### src/rtl/spi_pkg.sv
// Shared types and constants for the SPI master shift engine.
package spi_pkg;

  localparam int DATA_WIDTH_DEF = 8;

  typedef enum logic [1:0] {IDLE, XFER, DONE} state_e;

  // SPI modes encoded as {cpol, cpha}
  localparam logic [1:0] MODE0 = 2'b00;
  localparam logic [1:0] MODE1 = 2'b01;
  localparam logic [1:0] MODE2 = 2'b10;
  localparam logic [1:0] MODE3 = 2'b11;

endpackage

### src/rtl/spi_edge_detect.sv
// Classifies sclk transitions, seen in the clk domain, as leading or trailing
// relative to the clock idle level.
module spi_edge_detect (
  input  logic clk_i,
  input  logic rst_i,
  input  logic sclk_i,
  input  logic cpol_i,
  output logic lead_o,
  output logic trail_o
);

  logic sclk_q;

  always_ff @(posedge clk_i) begin
    if (rst_i) sclk_q <= cpol_i;
    else       sclk_q <= sclk_i;
  end

  // A leading edge leaves the idle level, a trailing edge returns to it.
  assign lead_o  = (sclk_i != sclk_q) && (sclk_i != cpol_i);
  assign trail_o = (sclk_i != sclk_q) && (sclk_i == cpol_i);

endmodule

### src/rtl/spi_shift_engine.sv
// SPI master shift engine: owns chip-select, shifts mosi/miso on edges of the
// externally generated sclk, and hands a start/busy/done handshake to the host.
module spi_shift_engine
  import spi_pkg::*;
#(
  parameter int DATA_WIDTH = DATA_WIDTH_DEF,
  parameter int CNT_W      = 5
) (
  input  logic                  clk_i,
  input  logic                  rst_i,
  input  logic                  start_i,
  input  logic [DATA_WIDTH-1:0] tx_data_i,
  input  logic                  cpol_i,
  input  logic                  cpha_i,
  input  logic                  lsb_first_i,
  input  logic                  sclk_i,
  input  logic                  miso_i,
  output logic                  cs_o,
  output logic                  mosi_o,
  output logic [DATA_WIDTH-1:0] rx_data_o,
  output logic                  busy_o,
  output logic                  done_o
);

  state_e                state_q;
  logic [DATA_WIDTH-1:0] tx_q, rx_q, rx_data_q;
  logic [CNT_W-1:0]      cnt_q;
  logic                  cpol_l_q, cpha_l_q, lsb_l_q;
  logic                  cs_q, mosi_q, busy_q, done_q;

  logic                  cpol_sel, lead, trail, sample, shift, last;
  logic                  tx_bit_d;
  logic [DATA_WIDTH-1:0] rx_shift_d;

  function automatic logic [DATA_WIDTH-1:0] advance(input logic [DATA_WIDTH-1:0] w,
                                                    input logic lsb);
    return lsb ? (w >> 1) : (w << 1);
  endfunction

  // Outside a transfer follow the live cpol so sclk_q tracks the idle level.
  assign cpol_sel = (state_q == IDLE) ? cpol_i : cpol_l_q;

  spi_edge_detect u_edge (
    .clk_i   (clk_i),
    .rst_i   (rst_i),
    .sclk_i  (sclk_i),
    .cpol_i  (cpol_sel),
    .lead_o  (lead),
    .trail_o (trail)
  );

  assign sample     = cpha_l_q ? trail : lead;
  assign shift      = cpha_l_q ? lead  : trail;
  assign last       = (cnt_q == CNT_W'(DATA_WIDTH));
  assign tx_bit_d   = lsb_l_q ? tx_q[0] : tx_q[DATA_WIDTH-1];
  assign rx_shift_d = lsb_l_q ? {miso_i, rx_q[DATA_WIDTH-1:1]}
                              : {rx_q[DATA_WIDTH-2:0], miso_i};

  always_ff @(posedge clk_i) begin
    if (rst_i) begin
      state_q   <= IDLE;
      tx_q      <= '0;
      rx_q      <= '0;
      rx_data_q <= '0;
      cnt_q     <= '0;
      cpol_l_q  <= 1'b0;
      cpha_l_q  <= 1'b0;
      lsb_l_q   <= 1'b0;
      cs_q      <= 1'b1;
      mosi_q    <= 1'b0;
      busy_q    <= 1'b0;
      done_q    <= 1'b0;
    end else begin
      done_q <= 1'b0;
      case (state_q)
        IDLE: begin
          if (start_i) begin
            cpol_l_q <= cpol_i;
            cpha_l_q <= cpha_i;
            lsb_l_q  <= lsb_first_i;
            rx_q     <= '0;
            cnt_q    <= '0;
            cs_q     <= 1'b0;
            busy_q   <= 1'b1;
            state_q  <= XFER;
            // cpha=0 needs the first bit set up before the first leading edge.
            if (cpha_i) begin
              tx_q <= tx_data_i;
            end else begin
              tx_q   <= advance(tx_data_i, lsb_first_i);
              mosi_q <= lsb_first_i ? tx_data_i[0] : tx_data_i[DATA_WIDTH-1];
            end
          end
        end
        XFER: begin
          if (cpha_l_q && last) begin
            state_q <= DONE;
          end else begin
            if (sample) begin
              rx_q  <= rx_shift_d;
              cnt_q <= cnt_q + CNT_W'(1);
            end
            // With cpha=0 the trail after the final sample only closes the sclk cycle.
            if (shift) begin
              if (!cpha_l_q && last) begin
                state_q <= DONE;
              end else begin
                mosi_q <= tx_bit_d;
                tx_q   <= advance(tx_q, lsb_l_q);
              end
            end
          end
        end
        DONE: begin
          rx_data_q <= rx_q;
          done_q    <= 1'b1;
          cs_q      <= 1'b1;
          busy_q    <= 1'b0;
          state_q   <= IDLE;
        end
        default: state_q <= IDLE;
      endcase
    end
  end

  assign cs_o      = cs_q;
  assign mosi_o    = mosi_q;
  assign rx_data_o = rx_data_q;
  assign busy_o    = busy_q;
  assign done_o    = done_q;

endmodule

### config.mk
export PLATFORM = sky130hd
export DESIGN_NAME = spi_shift_engine
export DESIGN_NICKNAME = d
export VERILOG_FILES = /design/src/rtl/spi_pkg.sv /design/src/rtl/spi_edge_detect.sv /design/src/rtl/spi_shift_engine.sv
export SDC_FILE = /design/constraint.sdc
export NUM_CORES = 1
export LEC_CHECK = 0
export ABC_AREA = 1
export CAP_MARGIN = 10
export CORE_MARGIN = 5
export CORE_UTILIZATION = 59
export CTS_CLUSTER_DIAMETER = 30
export DETAILED_ROUTE_END_ITERATION = 7
export PLACE_DENSITY = 0.95
export SETUP_SLACK_MARGIN = 0.3
export SYNTH_ARGS = -nofsm -noshare
export SYNTH_HDL_FRONTEND = slang
export SYNTH_HIERARCHICAL = 1
export SYNTH_SLANG_ARGS = --single-unit
### constraint.sdc
create_clock -name clk_i -period 3.1 [get_ports clk_i]
set_input_delay 0.62 -clock clk_i [delete_from_list [all_inputs] [get_ports clk_i]]
set_output_delay 0.62 -clock clk_i [all_outputs]
set_load 0.02 [all_outputs]
==> reports/metrics.cfg, run 1 <==
[global_route]
grt_max_degree=27
via_count_of_the_first_global_routing_pass=1908
grt_remaining_overflow=0
grt_antenna_before_repair=0
grtUsageTotal_pct=20.54
grt_pass1_wl_mm=8.307

[routing]
post_drt_via_cell_ratio=5.384
ant_nets=0
route.detailed.drc=0
total_number_of_vias=2159
finalWirelength_mm=4.773
drtIter0Drc=166
wl_per_cell_um=11.90
drt_first_pass_iters=4

[power]
cellPowerDensity_nw_per_um2=520.9
comb_power_share_pct=31.8
clockPowerShare_pct=20.3
p_leak_nw=1.086
internal_power_uw=804.8
power_frac_seq_pct=47.9
net_sw_share_pct=37.10
netSwitchingPower_uw=474.7
ir_worst_vdd_uv=391.3

[critical_path]
end_kind=register
rr_startpoint=state_q[1]
reg2reg_depth=14
critPathMaxFanout=25
crit_chain=nor2_1 -> nor2_1 -> a21oi_1 -> inv_1 -> nand2_1 -> nand2_1 -> nor2_1 -> nand2_1 -> inv_1 -> nand2_1 -> nand2_2 -> nand2_1 -> nand2_1 -> a21oi_1
path_common_cell=sky130_fd_sc_hd__nand2_1
timing.reg2reg.setup_slack_ns=0.85
worstReg2RegEnd=cnt_q[2]
critPathKind=reg -> reg
critical-path-max-stage-delay_ns=0.39
cp_data_required_time_ns=3.33
timing.critical_path.from_type=register
crit_arrival_ns=2.48
worst_path_max_delay_cell=sky130_fd_sc_hd__dfxtp_1

[layout]
final.fill_count=284
insertedDiodeCount=0
synthToLayoutAreaGrowth_pct=14.86
post_route_cells_drive_above_1_share_pct=5.070
num-nets-final=372
fin_cells=401

[timing]
final.period_utilization_pct=72.51
maxSlewHeadroom_pct=48.42
finalCriticalPeriod_ns=2.248
slew_viol_final=0
fin_skew_ns=0.006056
finalSetupViolCount=0
achievable-frequency_mhz=444.9
worstMarginPinSlew_ns=0.7708
unrepaired_setup_endpoints_after_global_routing=no
final_hold_viol_count=0
setup-tns-final_ns=0

[floorplanning]
die_w_um=70.20
core_region_area_um2=3416
start_util_pct=62.60
die_h_um=70.20
floorplan.io_pins=28
die_area_um2=4928
placement_rows=21

[clock_tree]
clock_tree.buffer_depth=2
insertion_delay_ns=0.35
postCtsHoldBufs=0
cts_tree=yes
tritoncts_num_sinks=39
post_cts_repair_resize_count=0
postCtsSetupRepairBufs=0
ctsHtreeMaxLevel=2
clock_root_buffer_master=sky130_fd_sc_hd__clkbuf_4
clk_transition_reported_paths_ns=0.12
cts_made_buffers=5

[placement]
hpwl_mm=3.394
finalWeightedCongestion=0.8627
numPortBuffers=27
dp.cells=393

[synth]
netlist_area_um2=2138
ff_latch_count_synth=39
mappedNetlistNets=350
number_of_warnings_issued_by_yosys=6
synth_seq_area_share_pct=36.51
netlist-cell-type-count=24
mean_cell_area_of_the_mapped_netlist_um2=6.441
synth_cells=332

[run_status]
run_status=completed

[min_path]
hp-start=cs_o
whs_path_depth=2
worstHoldPathType=reg -> reg
timing.hold.worst_endpoint=cs_o

[flow_run]
cap_viol_max_count=0

worst max-delay path, delay by kind of cell, from the launching register on:
family	cells	cell delay [ns]
AND/OR/NAND/NOR	10	1.28
flip-flops	1	0.39
AO/OA/AOI/OAI	2	0.30
buffers and inverters	2	0.15
power groups by stage:
| stage | Clock, mW | Combinational [mW] | Sequential [mW] |
|---|---|---|---|
| 2_1_floorplan | 0 | 0.325 | 0.614 |
| 3_3_place_gp | 0 | 0.390 | 0.620 |
| 6_report | 0.259 | 0.407 | 0.613 |
| 3_5_place_dp | 0 | 0.403 | 0.623 |
| 4_1_cts | 0.263 | 0.406 | 0.612 |
| 5_1_grt | 0.286 | 0.465 | 0.622 |
cell usage in the layout, fill, tap and decap left out, types with 2 or more instances in the layout:
cell type                         synthesis  layout
sky130_fd_sc_hd__nand2_1                 98      98
sky130_fd_sc_hd__dfxtp_1                 39      39
sky130_fd_sc_hd__nor2_1                  33      33
sky130_fd_sc_hd__inv_1                   32      32
sky130_fd_sc_hd__nand3_1                 32      32
sky130_fd_sc_hd__a21oi_1                 28      28
sky130_fd_sc_hd__clkdlybuf4s50_1          0      27
sky130_fd_sc_hd__o21ai_0                 19      19
sky130_fd_sc_hd__o211ai_1                10      10
sky130_fd_sc_hd__nand4_1                  8       8
sky130_fd_sc_hd__clkbuf_4                 0       5
sky130_fd_sc_hd__nor3_1                   4       4
sky130_fd_sc_hd__buf_4                    5       3
sky130_fd_sc_hd__inv_2                    2       2
sky130_fd_sc_hd__clkinv_1                 2       2
sky130_fd_sc_hd__nand2_2                  2       2
sky130_fd_sc_hd__ha_1                     2       2
area by class of cell:
cell class | instances | area (um2) | share of cell area [%]
clock buffers | 6 | 41.29 | 1.681
clock inverters | 2 | 12.51 | 0.5094
inverters | 36 | 135.1 | 5.502
multi-input cells | 242 | 1136 | 46.26
flip-flops and latches | 39 | 780.7 | 31.79
well taps | 46 | 57.56 | 2.343
repair buffers | 30 | 292.8 | 11.92
per-stage QoR:
step	power, mW	setup slack, ns	hold WS, ns	util [%]	instance area [um2]
2_1_floorplan	0.9392	1.229	0.4516	-	2138
3_3_place_gp	1.010	0.5902	0.4279	70.33	2402
3_5_place_dp	1.026	0.5041	0.4361	70.33	2402
4_1_cts	1.281	0.8483	0.4572	71.90	2456
5_1_grt	1.373	0.4659	0.4791	71.90	2456
6_report	1.279	0.8521	0.4557	71.90	2456
logic make-up after synthesis:
family / count (synthesis) / synth area share [%]
compound gates: 60 / 16.03
fa+ha+maj: 2 / 1.170
buf+inv: 51 / 10.36
flops: 39 / 36.51
simple gates: 180 / 35.93
how the worst max path moves through the flow:
stage,from,slack (ns),endpoint
final,state_q[1],0.85,cnt_q[2]
after global routing,state_q[1],0.47,cnt_q[1]
after detailed placement,cpol_i,0.50,cnt_q[2]
after CTS,state_q[1],0.85,cnt_q[2]
after global placement,cpol_i,0.59,cnt_q[2]
after floorplan,cpol_i,1.23,tx_q[0]
synth_stat cells (all sizes together):
master / number / area, um2
a21boi: 1 / 7.510
a21oi: 29 / 156.4
a22o: 1 / 8.760
buf: 9 / 63.81
clkbuf: 6 / 22.52
clkinv: 2 / 7.510
dfxtp: 39 / 780.8
ha: 2 / 25.02
inv: 34 / 127.6
nand2: 100 / 380.4
nand3: 34 / 187.7
nand4: 8 / 50.05
nor2: 34 / 130.1
nor3: 4 / 20.02
o211ai: 10 / 75.07
o21ai: 19 / 95.09
state kept, by name, summed over array words and instances, names as in the netlist, 2 cells and up:
| register | count |
|---|---|
| state_q | 2 |
| tx_q | 8 |
| rx_q | 8 |
| cnt_q | 5 |
| rx_data_o | 8 |
layer usage:
metal	share of wire, %	global-route usage [%]	up-vias	routed length (um)
met1	42	24.78	968	2015
met2	50	34.63	58	2373
met4	2.4	8.511	0	113
met5	0	0	-	0
li1	-	-	1118	-
met3	5.7	5.165	15	271
(Power assumes the default switching activity.)
==> run 2: changes to the inputs <==
- CORE_UTILIZATION: 59 -> 55
- PLACE_DENSITY: 0.95 -> 0.92
- clock period: 3.1 -> 2.32 ns (I/O delays scaled with it)
==> run 2 against run 1 <==
Compared with the run above:
- critical path type is now in -> reg
- worst setup slack worse by 0.46 ns
- largest cell class unchanged
- non-clock buffer count is 8 higher
- first-iteration DRC count is 27% higher
- worst hold slack worse by 0.0085 ns
- routed wire length is 12% higher
- die area is 6.2% higher
- count of clock-buffer cells in the layout is 1 lower
- flip-flop and latch count stayed put
- critical endpoint is now rx_q[5]
==> reports/metrics.cfg, run 2 (synthesis results as in run 1) <==
[run_status]
run_status=completed

[placement]
hpwl_mm=3.437  ; +1.3%
placement.cell_area_um2=2470  ; +2.8%
numPortBuffers=27  ; unchanged
pre_cts_slack_ns=-0.01896  ; -0.5231 ns
finalWeightedCongestion=0.8804  ; +2.1%

[floorplanning]
floorplan.io_pins=28  ; unchanged
start_util_pct=57.54  ; -5.1 points
die_h_um=72.35  ; +3.1%
die_w_um=72.35  ; +3.1%
die_area_um2=5235  ; +6.2%
placement_rows=22  ; +4.8%
core_region_area_um2=3716  ; +8.8%

[critical_path]
critPathKind=in -> reg
critical-path-max-stage-delay_ns=0.47  ; +0.08 ns
cpLargestDelayFamily=buffers and inverters
critPathMaxFanout=18  ; -28%
reg2reg_depth=15  ; +1
worst-path-stages=15  ; +1
end_kind=register
cp.buffers_inverters=5  ; +3
path_common_cell=sky130_fd_sc_hd__nand2_1
crit_chain=clkdlybuf4s50_1 -> inv_2 -> a21oi_4 -> inv_2 -> nand2_1 -> nand2_1 -> nor2_2 -> nand2_1 -> inv_1 -> nand2_1 -> nand2_2 -> buf_12 -> nand3_1 -> nand2_1 -> nor2_1
worst_path_max_delay_cell=sky130_fd_sc_hd__clkdlybuf4s50_1
timing.critical_path.from_type=input port
crit_arrival_ns=2.13  ; -0.35 ns
cp_data_required_time_ns=2.52  ; -0.81 ns

[layout]
post_route_cells_drive_above_1_share_pct=11.26  ; +6.2 points
finalCoreUtilization_pct=71.62  ; -0.29 points
num-nets-final=381  ; +2.4%
final_common_cell=sky130_fd_sc_hd__nand2_1
mostFrequentLayoutCells=sky130_fd_sc_hd__nand2_1, sky130_fd_sc_hd__dfxtp_1, sky130_fd_sc_hd__nand3_1, sky130_fd_sc_hd__inv_1, sky130_fd_sc_hd__nor2_1
final.fill_count=277  ; -2.5%
insertedDiodeCount=0  ; unchanged
synthToLayoutAreaGrowth_pct=24.46
fin_area_um2=2661  ; +8.4%

[clock_tree]
insertion_delay_ns=0.30  ; -0.05 ns
cts_made_buffers=5  ; unchanged
clk_transition_reported_paths_ns=0.08  ; -0.04 ns
clock_root_buffer_master=sky130_fd_sc_hd__clkbuf_8
postCtsHoldBufs=0  ; unchanged
clock_tree.buffer_depth=2  ; unchanged
cts_tree=yes
tritoncts_num_sinks=39  ; unchanged
ctsHtreeMaxLevel=2  ; unchanged

[min_path]
worstHoldPathType=reg -> reg
whs_path_depth=2  ; unchanged

[timing]
maxSlewHeadroom_pct=71.54  ; +23 points
finalSetupViolCount=0  ; unchanged
achievable-frequency_mhz=518.0
final.period_utilization_pct=83.22
finalCriticalPeriod_ns=1.931
final_hold_viol_count=0  ; unchanged
fin_skew_ns=0.006640  ; +0.0005839 ns
final_critical_path_setup_slack_ns=0.3894  ; -0.4627 ns
worst_hold_slack_ns=0.4472  ; -0.008499 ns
unrepaired_setup_endpoints_after_global_routing=yes
worstMarginPinSlew_ns=0.4253  ; -0.3455 ns
slew_viol_final=0  ; unchanged
setup-tns-final_ns=0  ; unchanged

[routing]
total_number_of_vias=2318  ; +7.4%
drtIter0Drc=210  ; +27%
drt_first_pass_iters=5  ; +1
route.detailed.drc=0  ; unchanged
finalWirelength_mm=5.361  ; +12%
wl_per_cell_um=13.01  ; +9.3%
ant_nets=0  ; unchanged
post_drt_via_cell_ratio=5.626  ; +4.5%

[global_route]
grt_pass1_wl_mm=8.866  ; +6.7%
grt_remaining_overflow=0  ; unchanged
grt_antenna_before_repair=0  ; unchanged
via_count_of_the_first_global_routing_pass=1979  ; +3.7%
grt_max_degree=26  ; -3.7%
grtUsageTotal_pct=21.07  ; +0.52 points

[power]
p_leak_nw=1.176  ; +8.3%
cellPowerDensity_nw_per_um2=762.6  ; +46%
ir_worst_vdd_uv=415.1  ; +6.1%

[flow_run]
cap_viol_max_count=0  ; unchanged

[run 2: tightest hold or removal path, cell delays in order, from the launching register on]
cell	delay, ns
sky130_fd_sc_hd__dfxtp_1	0.31
sky130_fd_sc_hd__nand2_1	0.06
sky130_fd_sc_hd__nand2_1	0.04
[run 2: per-stage QoR]
step	std cells	power, mW
after global routing	412	2.152
after CTS	410	1.976
after global placement	402	1.380
final	412	2.030
after floorplan	332	1.255
after detailed placement	402	1.399
[run 2: layout make-up]
| type | count | area (um2) | area share, % |
|---|---|---|---|
| sequential | 39 | 783.3 | 29.43 |
| clock inverter | 3 | 43.79 | 1.646 |
| timing repair buffer | 38 | 369.1 | 13.87 |
| tap | 48 | 60.06 | 2.257 |
| multi-input combinational | 243 | 1201 | 45.13 |
| clock buffer | 5 | 68.82 | 2.586 |
| inverter | 36 | 135.1 | 5.078 |
[run 2: report_power, final]
group	total, mW	leakage, nW	internal [mW]	switching (mW)
combinational	0.641	0.797	0.251	0.390
clock	0.573	0.0581	0.320	0.253
sequential	0.815	0.321	0.752	0.0628
total	2.03	1.18	1.32	0.706
[run 2: timing repair]
item,CTS,global route
buffers inserted,0,1
gates resized for setup,2,16
pin swaps,0,6
setup endpoints to repair,22,22
cloned,0,1
[run 2: metal layers]
| metal | global-route usage (%) | vias to the layer above | wire [um] |
|---|---|---|---|
| met3 | 4.571 | 21 | 370 |
| met1 | 26.25 | 1052 | 2248 |
| met4 | 9.395 | 0 | 173 |
| met2 | 34.68 | 103 | 2568 |
| met5 | 0 | - | 0 |
| li1 | - | 1142 | - |
[run 2: worst paths after layout]
path                   start      end  slack [ns]
hold / removal          cs_o     cs_o        0.45
hold reg to reg         cs_o     cs_o        0.45
setup / recovery      cpol_i  rx_q[5]        0.39
setup reg to reg  state_q[0]  rx_q[5]        0.43
==> run 3: changes to the inputs <==
- clock period: 2.32 -> 1.85 ns (I/O delays scaled with it)
==> run 3 against run 2 <==
Compared with the run above:
- the flow now finishes with violations (negative setup slack)
- clock skew is 0.0042 ns higher
- worst hold slack better by 0.0070 ns
- design area is 5.5% higher
- global-route usage is 1.6 points higher
- sequential power is 25% higher
- sequential share of layout area is 1.4 points lower
- first-iteration DRC count is 34% higher
- worst setup slack worse by 0.43 ns
==> reports/metrics.cfg, run 3 (synthesis results as in run 1) <==
[routing]
drt_first_pass_iters=5  ; unchanged
ant_nets=0  ; unchanged
post_drt_via_cell_ratio=5.783  ; +2.8%
wl_per_cell_um=15.39  ; +18%
finalWirelength_mm=6.509  ; +21%
total_number_of_vias=2446  ; +5.5%
route.detailed.drc=0  ; unchanged
drtIter0Drc=281  ; +34%

[floorplanning]
floorplan.io_pins=28  ; unchanged
start_util_pct=57.54  ; unchanged
die_w_um=72.35  ; unchanged
die_area_um2=5235  ; unchanged
die_h_um=72.35  ; unchanged
core_region_area_um2=3716  ; unchanged
placement_rows=22  ; unchanged

[layout]
post_route_cells_drive_above_1_share_pct=17.07  ; +5.8 points
mostFrequentLayoutCells=sky130_fd_sc_hd__nand2_1, sky130_fd_sc_hd__dfxtp_1, sky130_fd_sc_hd__inv_1, sky130_fd_sc_hd__nor2_1, sky130_fd_sc_hd__nand3_1
synthToLayoutAreaGrowth_pct=31.36
num-nets-final=392  ; +2.9%
final_common_cell=sky130_fd_sc_hd__nand2_1
fin_area_um2=2809  ; +5.5%
insertedDiodeCount=0  ; unchanged

[run_status]
run_status=complete, but fails checks
failed_checks=negative setup slack

[critical_path]
critical-path-max-stage-delay_ns=0.36  ; -0.11 ns
crit_arrival_ns=2.07  ; -0.06 ns
worst_path_max_delay_cell=sky130_fd_sc_hd__dfxtp_4
path_common_cell=sky130_fd_sc_hd__nor2_2
crit_chain=nor2_4 -> nor2_2 -> a21oi_2 -> nand2_1 -> nand2_1 -> nor2_2 -> a21oi_1 -> nand2_4 -> buf_12 -> a21oi_1 -> nor2_2
end_kind=register
cp_data_required_time_ns=2.04  ; -0.48 ns
reg2reg_depth=11  ; -4
worstReg2RegEnd=rx_q[2]
rr_startpoint=state_q[1]
cpLargestDelayFamily=simple AND/OR/NAND/NOR gates
timing.critical_path.from_type=register
critPathKind=reg -> reg
timing.reg2reg.setup_slack_ns=-0.04  ; -0.47 ns
critPathMaxFanout=7  ; -11
cp.buffers_inverters=1  ; -4

[clock_tree]
tritoncts_num_sinks=39  ; unchanged
clock_root_buffer_master=sky130_fd_sc_hd__clkbuf_8
cts_tree=yes
clock_tree.buffer_depth=2  ; unchanged
cts_made_buffers=5  ; unchanged
insertion_delay_ns=0.30  ; about the same
ctsHtreeMaxLevel=2  ; unchanged
postCtsHoldBufs=0  ; unchanged
clk_transition_reported_paths_ns=0.09  ; about the same

[timing]
finalCriticalPeriod_ns=1.886
achievable-frequency_mhz=530.2
slew_viol_final=0  ; unchanged
unrepaired_setup_endpoints_after_global_routing=yes
final_hold_viol_count=0  ; unchanged
maxSlewHeadroom_pct=70.86  ; -0.68 points
finalSetupViolCount=1  ; +1
final_critical_path_setup_slack_ns=-0.03622  ; -0.4256 ns
setup-tns-final_ns=-0.03622  ; -0.03622 ns
final.period_utilization_pct=102.0
fin_skew_ns=0.01084  ; +0.004202 ns
worstMarginPinSlew_ns=0.4343  ; +0.009059 ns

[placement]
placement.cell_area_um2=2524  ; +2.2%
pre_cts_slack_ns=-0.2181  ; -0.1992 ns
hpwl_mm=3.526  ; +2.6%
numPortBuffers=27  ; unchanged
finalWeightedCongestion=0.8483  ; -3.6%

[min_path]
hp-start=busy_o
timing.hold.worst_endpoint=busy_o
whs_path_depth=2  ; unchanged
worstHoldPathType=reg -> reg

[global_route]
grt_max_degree=26  ; unchanged
global_route.usage.met2_pct=38.93  ; +4.2 points
grt_most_used_layer=met2
grt_pass1_wl_mm=9.577  ; +8.0%
grt_antenna_before_repair=0  ; unchanged
grt_remaining_overflow=0  ; unchanged
grtUsageTotal_pct=22.62  ; +1.6 points
global_route.usage.met1_pct=28.11  ; +1.9 points
via_count_of_the_first_global_routing_pass=2100  ; +6.1%
use_met3_pct=4.848  ; +0.28 points

[flow_run]
cap_viol_max_count=0  ; unchanged

[power]
ir_worst_vdd_uv=560.7  ; +35%
power.total_mw=2.569  ; +27%
cellPowerDensity_nw_per_um2=914.5  ; +20%
p_leak_nw=1.313  ; +12%

run 3: cell count changes in the layout (fill, tap and decap cells not counted), moves of 3 or more:
cell	delta
sky130_fd_sc_hd__a21oi_1	-5
sky130_fd_sc_hd__buf_4	+8
sky130_fd_sc_hd__nor2_1	-3
sky130_fd_sc_hd__nand3_2	+6
sky130_fd_sc_hd__nand3_1	-6
sky130_fd_sc_hd__clkdlybuf4s50_1	-13
sky130_fd_sc_hd__a21oi_2	+6
sky130_fd_sc_hd__nor2_2	+3
sky130_fd_sc_hd__dlygate4sd2_1	+13
run 3: worst min-delay path, stage by stage (launching register included):
cell and delay [ns]:
sky130_fd_sc_hd__dfxtp_1 0.32, sky130_fd_sc_hd__nand2_1 0.06, sky130_fd_sc_hd__nand2_1 0.04
run 3: repair_timing:
item                       in CTS  in global routing
resized for setup              26                 13
hold endpoints to repair        0                  0
pin swaps                      10                  4
cloned                          1                  3
setup buffers                   4                  2
setup endpoints to repair      34                 24
run 3: per-stage QoR:
| step | util, % | cells | hold slack (ns) |
|---|---|---|---|
| after floorplan | - | 332 | 0.4391 |
| after global placement | 67.91 | 405 | 0.4318 |
| after detailed placement | 67.91 | 405 | 0.4401 |
| after CTS | 72.19 | 418 | 0.4539 |
| after global routing | 75.59 | 423 | 0.4756 |
| final | 75.59 | 423 | 0.4542 |
run 3: per-layer routing:
layer	vias up	routed length, um
li1	1169	-
met1	1134	2588
met2	116	3326
met3	27	376
met4	0	217
met5	-	0
run 3: layout make-up:
cell class                 count  area (um2)
multi-input combinational    243        1257
sequential                    39       788.3
tap                           48       60.06
fill                         267       907.1
timing repair buffer          49       483.0
clock inverter                 2       12.51
clock buffer                   6       72.57
inverter                      36       135.1
run 3: power breakdown:
group          total [mW]  switching (mW)  internal (mW)
registers            1.02          0.0789          0.943
clock network       0.584           0.320          0.264
logic               0.963           0.576          0.386
run 3: worst max path at each step:
stage / from / end / slack, ns / depth (start not counted)
finish: state_q[1] / rx_q[2] / -0.04 / 11
global route: state_q[1] / rx_q[2] / -0.15 / 11
CTS: state_q[0] / cnt_q[1] / 0.13 / 16
detailed placement: cpol_i / tx_q[5] / -0.22 / 12
global placement: cpol_i / tx_q[3] / -0.14 / 12
floorplan: state_q[0] / tx_q[1] / 0.21 / 13
